## config.mk

```make
export PLATFORM = sky130hd
export DESIGN_NAME = ace_snapshot_loader
export DESIGN_NICKNAME = d
export VERILOG_FILES = /design/src/rtl/ace_loader_pkg.sv /design/src/rtl/ace_snapshot_loader.sv
export SDC_FILE = /design/constraint.sdc
export NUM_CORES = 1
export LEC_CHECK = 0
export CAP_MARGIN = 25
export CORE_MARGIN = 2
export CORE_UTILIZATION = 45
export DETAILED_ROUTE_END_ITERATION = 6
export GPL_TIMING_DRIVEN = 1
export HOLD_SLACK_MARGIN = 0.02
export PLACE_DENSITY = 0.76
export SLEW_MARGIN = 20
export SYNTH_ARGS = -nofsm -noshare
export SYNTH_HDL_FRONTEND = slang
export SYNTH_SLANG_ARGS = --single-unit
```

## constraint.sdc

```tcl
create_clock -name clk -period 3.9 [get_ports clk]
set_clock_uncertainty 0.05 [all_clocks]
set_input_delay 0.39 -clock clk [delete_from_list [all_inputs] [get_ports clk]]
set_output_delay 0.39 -clock clk [all_outputs]
set_load 0.01 [all_outputs]
```

## src/rtl/ace_loader_pkg.sv

```systemverilog
// Shared types and constants for the Jupiter Ace snapshot loader.
package ace_loader_pkg;

  typedef enum logic [2:0] {
    ST_IDLE,
    ST_LIT,
    ST_ESC,
    ST_VAL,
    ST_RUN,
    ST_DONE,
    ST_ERR
  } ace_state_e;

  localparam logic [7:0]  ACE_ESC      = 8'hED;
  localparam logic [15:0] ACE_BASE     = 16'h2000;
  // Page holding the CPU register block inside the snapshot image.
  localparam logic [7:0]  ACE_REG_PAGE = 8'h21;

  // The loader owns the memory bus (and holds the CPU in reset) while decoding.
  function automatic logic owns_bus(input ace_state_e s);
    return (s == ST_LIT) || (s == ST_ESC) || (s == ST_VAL) || (s == ST_RUN);
  endfunction

  // Bytes are taken while parsing and also discarded after termination.
  function automatic logic accepts_bytes(input ace_state_e s);
    return (s != ST_IDLE) && (s != ST_RUN);
  endfunction

endpackage

```

## src/rtl/ace_snapshot_loader.sv

```systemverilog
// Expands a run-length encoded .ACE snapshot into one loader write per cycle.
//
// Input handshake: a byte transfers on a rising edge where in_valid and
// in_ready are both 1. in_ready is registered and depends only on the
// decoder state, never on in_valid. start has priority over a transfer in
// the same cycle: that byte is dropped.
module ace_snapshot_loader
  import ace_loader_pkg::*;
#(
  parameter logic [15:0] BASE_ADDR = ACE_BASE,
  parameter logic [7:0]  ESC       = ACE_ESC
) (
  input  logic        clk,
  input  logic        reset,
  input  logic        start,
  input  logic [7:0]  in_data,
  input  logic        in_valid,
  output logic        in_ready,
  input  logic        stream_end,
  output logic        loader_en,
  output logic [15:0] loader_addr,
  output logic [7:0]  loader_data,
  output logic        loader_wr,
  output logic        done,
  output logic        error,
  output ace_state_e  dbg_state
);

  ace_state_e  state_q, state_d;
  logic [16:0] addr_q, addr_d;      // next write address; bit 16 flags overflow
  logic [7:0]  cnt_q, cnt_d;        // run writes still to issue
  logic [7:0]  val_q, val_d;        // run value
  logic        end_seen_q, end_seen_d;

  logic        take;
  logic        end_now;
  logic        wr_req;
  logic [7:0]  wr_byte;
  logic        lit_end;

  logic        in_ready_d, loader_en_d, loader_wr_d, done_d, error_d;
  logic [15:0] loader_addr_d;
  logic [7:0]  loader_data_d;

  assign take      = in_valid & in_ready;
  // stream_end may be a pulse during a run, so it is remembered until used.
  assign end_now   = stream_end | end_seen_q;
  assign dbg_state = state_q;

  // State, datapath and registered outputs.
  always_ff @(posedge clk) begin
    if (reset) begin
      state_q     <= ST_IDLE;
      addr_q      <= '0;
      cnt_q       <= '0;
      val_q       <= '0;
      end_seen_q  <= 1'b0;
      in_ready    <= 1'b0;
      loader_en   <= 1'b0;
      loader_wr   <= 1'b0;
      loader_addr <= '0;
      loader_data <= '0;
      done        <= 1'b0;
      error       <= 1'b0;
    end else begin
      state_q     <= state_d;
      addr_q      <= addr_d;
      cnt_q       <= cnt_d;
      val_q       <= val_d;
      end_seen_q  <= end_seen_d;
      in_ready    <= in_ready_d;
      loader_en   <= loader_en_d;
      loader_wr   <= loader_wr_d;
      loader_addr <= loader_addr_d;
      loader_data <= loader_data_d;
      done        <= done_d;
      error       <= error_d;
    end
  end

  // Next state and write request; a write past 0xFFFF diverts to ST_ERR.
  always_comb begin
    state_d = state_q;
    wr_req  = 1'b0;
    wr_byte = val_q;
    lit_end = 1'b0;
    if (start) begin
      state_d = ST_LIT;
    end else begin
      case (state_q)
        ST_LIT: begin
          if (take) begin
            if (in_data == ESC) begin
              state_d = ST_ESC;
            end else begin
              wr_req  = 1'b1;
              wr_byte = in_data;
            end
          end else if (end_now) begin
            state_d = ST_DONE;
            lit_end = 1'b1;
          end
        end
        ST_ESC: begin
          if (take) begin
            state_d = (in_data == 8'h00) ? ST_DONE : ST_VAL;
          end else if (end_now) begin
            state_d = ST_ERR;
          end
        end
        ST_VAL: begin
          // The first run write issues on the value byte itself.
          if (take) begin
            wr_req  = 1'b1;
            wr_byte = in_data;
            state_d = ST_RUN;
          end else if (end_now) begin
            state_d = ST_ERR;
          end
        end
        ST_RUN: begin
          if (cnt_q != 8'd0) begin
            wr_req = 1'b1;
          end else begin
            state_d = ST_LIT;
          end
        end
        default: begin
          state_d = state_q;
        end
      endcase
      if (wr_req && addr_q[16]) begin
        wr_req  = 1'b0;
        state_d = ST_ERR;
      end
    end
  end

  // Next values of the datapath and of every registered output.
  always_comb begin
    in_ready_d    = accepts_bytes(state_d);
    loader_en_d   = owns_bus(state_d);
    done_d        = (state_d == ST_DONE) || (state_d == ST_ERR);
    error_d       = ~start & (error | (state_d == ST_ERR) | lit_end);
    loader_wr_d   = wr_req;
    loader_addr_d = wr_req ? addr_q[15:0] : loader_addr;
    loader_data_d = wr_req ? wr_byte : loader_data;
    addr_d        = addr_q;
    cnt_d         = cnt_q;
    val_d         = val_q;
    end_seen_d    = end_seen_q | stream_end;
    if (start) begin
      addr_d     = {1'b0, BASE_ADDR};
      cnt_d      = 8'd0;
      end_seen_d = 1'b0;
    end else begin
      if (wr_req) begin
        addr_d = addr_q + 17'd1;
      end
      if ((state_q == ST_ESC) && take) begin
        cnt_d = in_data;
      end else if (wr_req && ((state_q == ST_VAL) || (state_q == ST_RUN))) begin
        cnt_d = cnt_q - 8'd1;
      end
      if ((state_q == ST_VAL) && take) begin
        val_d = in_data;
      end
    end
  end

endmodule

```

==> impl_metrics.ini <==
[sta]
worst_slew_pin_slew_ns = 0.8562
finalHoldViolations = 0
rsz0062_at_grt = no
setup_viol = 0
setup_tns_ns = 0
timing.final.crit_period_ns = 2.931
maxSlewHeadroom = 0.4271
fin_crit_sh = 0.7516
slew_violations = 0
setup_slack_ns = 0.9688
max_freq_ghz = 0.3412

[grt]
grt_pass1_vias = 2428
antenna_found_initial = 0
grt_max_degree = 43
grt_usage = 0.1922
grt_pass1_wl_um = 11480
overflow = 0

[clocking]
cts_htree_levels = 3
clock_path_buffers = 2
root_buffer = clkbuf_8
ctsHoldBuffers = 0
cts_tree = done
postCtsSetupBuffers = 0
cts.clk_slew.worst_paths_ns = 0.07
numCtsBuffers = 9
clkLatencyLatePin_ns = 0.33
clock-sinks = 66
ctsResizeCount = 0

[floorplan]
core_area_sq_mm = 0.006386
fp.dieH_um = 85.62
start_util = 0.4694
die_w_um = 85.62
die-area_sq_mm = 0.007331
pin_count = 45
num_rows = 29

[yosys]
synthArstFlopShare = 0
syn_avg_cell_area_sq_um = 8.304
ys_warn_count = 0
ys_ff_latch = 66
synth-xor-area-share = 0.04674
ys_seq_area_frac = 0.4407
yosys.area_share.adder = 0.008347
synth-compound-area-share = 0.1857
ys_types = 55
synth_area_leaders = dfxtp_1 44%, nor2_1 7.0%, nand2_1 5.0%
muxShareOfSynthArea = 0.03005
synth_ff_type = dfxtp_1
synthSimpleGateAreaFrac = 0.2404
synth_cells = 361
synth_top_family_by_area = simple AND/OR/NAND/NOR gates
synth_edf_count = 0
synth_nets = 376
synth_top_area_share = 0.4407
synth_area_leader_cell = dfxtp_1
synth_area_sq_mm = 0.002998

[power_and_ir_drop]
p_leak_uw = 0.001238
seqPwrFrac = 0.519
pwr-share-comb = 0.089
p_sw_uw = 321.8
clock_power_share = 0.392
ir_drop_v = 0.0002443
power_uw = 1337
power_density_mw_per_mm2 = 362.1
internal_power_uw = 1015
switching_share = 0.2407

[worst_hold_path]
holdPathStages = 2
hp-class = reg -> reg
min_to = loader_addr[7]$_SDFFE_PP0P_
hold_start = loader_addr[7]$_SDFFE_PP0P_

[cells_and_area]
area_growth_pct = 23.16
fin_cells = 482
final_cell_mix = 66 x dfxtp_1, 56 x nor2_1, 44 x clkdlybuf4s50_1
fin_util = 0.5782
final_net_count = 415
antennaDiodeCount = 0
drive_gt1_frac = 0.06667
layout_commonest_cell = dfxtp_1

[setup_path]
required_ns = 4.08
end_kind = register
r2r_setup_slack_ns = 0.97
cp_max_fo = 16
reg2reg_depth = 8
worstSetupPathType = reg -> reg
r2r_end = cnt_q[1]$_SDFFE_PP0P_
worstReg2RegStart = cnt_q[0]$_SDFFE_PP0P_
crit_start = cnt_q[0]$_SDFFE_PP0P_
worstPathArrival_ns = 3.11
start_kind = register

[detailed_routing]
num_vias = 2715
dr.pass1.iters = 5
totalWireLength_um = 6865
drc = 0
wire_per_inst_um = 14.24
viasPerCell = 5.633
postRouteAntennaNets = 0
drt_first_iter_violations = 231

[placed_design]
io_buffer_count = 44
placedCellCount = 465
place_hpwl_um = 4650
routabilityCongestion = 0.9012
pre_cts_ws_ns = 0.7452

[status]
status = finished clean

[job]
maxCapViolations = 0
-- layer usage --
metal  vias to the layer above  global-route usage  share of wire
li1                       1353                   -              -
met5                         -                   0              0
met1                      1257              0.2761           0.49
met2                        94              0.2898           0.43
met4                         0             0.06494          0.018
met3                        11             0.03754          0.059
-- per-stage QoR --
stage	instance area [sq um]	hold slack [ns]
6_report	3692	0.4040
5_1_grt	3692	0.4343
4_1_cts	3665	0.4072
3_3_place_gp	3475	0.3952
2_1_floorplan	2998	0.3819
3_5_place_dp	3475	0.3970
-- cell families (layout without fill, tap and decap cells) --
kind of cell	after synthesis	count (layout)
xor gates and xnor gates	16	16
DFF	66	66
adders and majority gates	2	2
muxes	9	9
and+or+nand+nor	151	151
AOI/OAI and AO/OA	84	84
buffers and inverters	33	77
-- worst max-delay path by stage --
| stage | end | slack [ns] | cells past startpoint |
|---|---|---|---|
| after floorplan | cnt_q[0]$_SDFFE_PP0P_ | 1.37 | 9 |
| after global placement | cnt_q[0]$_SDFFE_PP0P_ | 0.83 | 7 |
| after detailed placement | cnt_q[2]$_SDFFE_PP0P_ | 0.75 | 7 |
| after CTS | cnt_q[1]$_SDFFE_PP0P_ | 0.96 | 8 |
| after global routing | cnt_q[0]$_SDFFE_PP0P_ | 0.80 | 8 |
| final | cnt_q[1]$_SDFFE_PP0P_ | 0.97 | 8 |
-- power groups by stage --
stage | sequential [uW] | clock (uW) | combinational [uW]
after floorplan | 708 | 0 | 64.4
after global placement | 708 | 0 | 112
after detailed placement | 709 | 0 | 114
after CTS | 693 | 538 | 114
after global routing | 694 | 571 | 129
final | 694 | 524 | 119
-- registers in the layout (all words and copies together) (netlist names) --
name         count
error            1
loader_wr        1
loader_data      8
dbg_state        3
in_ready         1
val_q            8
loader_addr     16
done             1
addr_q          17
cnt_q            8
loader_en        1
end_seen_q       1
-- synth_stat cells, drive strengths merged (2+ instances only) --
library cell and number:
ha 2, a2111oi 3, and3 6, a32oi 3, dfxtp 66, xnor2 6
nor4 5, a221oi 2, nand3 8, mux2i 9, nand3b 2, or2 2
a211oi 5, inv 13, xor2 10, nor2 56, nand2b 2, clkbuf 16
buf 4, a211o 2, o211ai 7, and4b 2, or4b 2, a21o 3
nand4 9, o21ai 18, o311a 2, nand2 40, a21oi 29, nor3 7
and2 3
-- cell type report --
cell class / count / area (sq um)
repair buffers: 48 / 490.5
fillers: 583 / 2694
multi-input cells: 262 / 1545
flip-flops and latches: 66 / 1321
inverters: 13 / 48.80
clock inverters: 4 / 25.02
clock buffers: 12 / 165.2
well taps: 77 / 96.34
-- worst max-delay path: stages, from the launching register on --
cell and delay [ns]:
dfxtp_1 0.35, inv_1 0.07, ha_1 0.20, or4b_4 0.49, o211ai_1 0.39, a21o_1 0.24, and4b_1 0.59, nor3_1 0.13
a2111oi_2 0.31
Power figures use the tool's default switching activity.
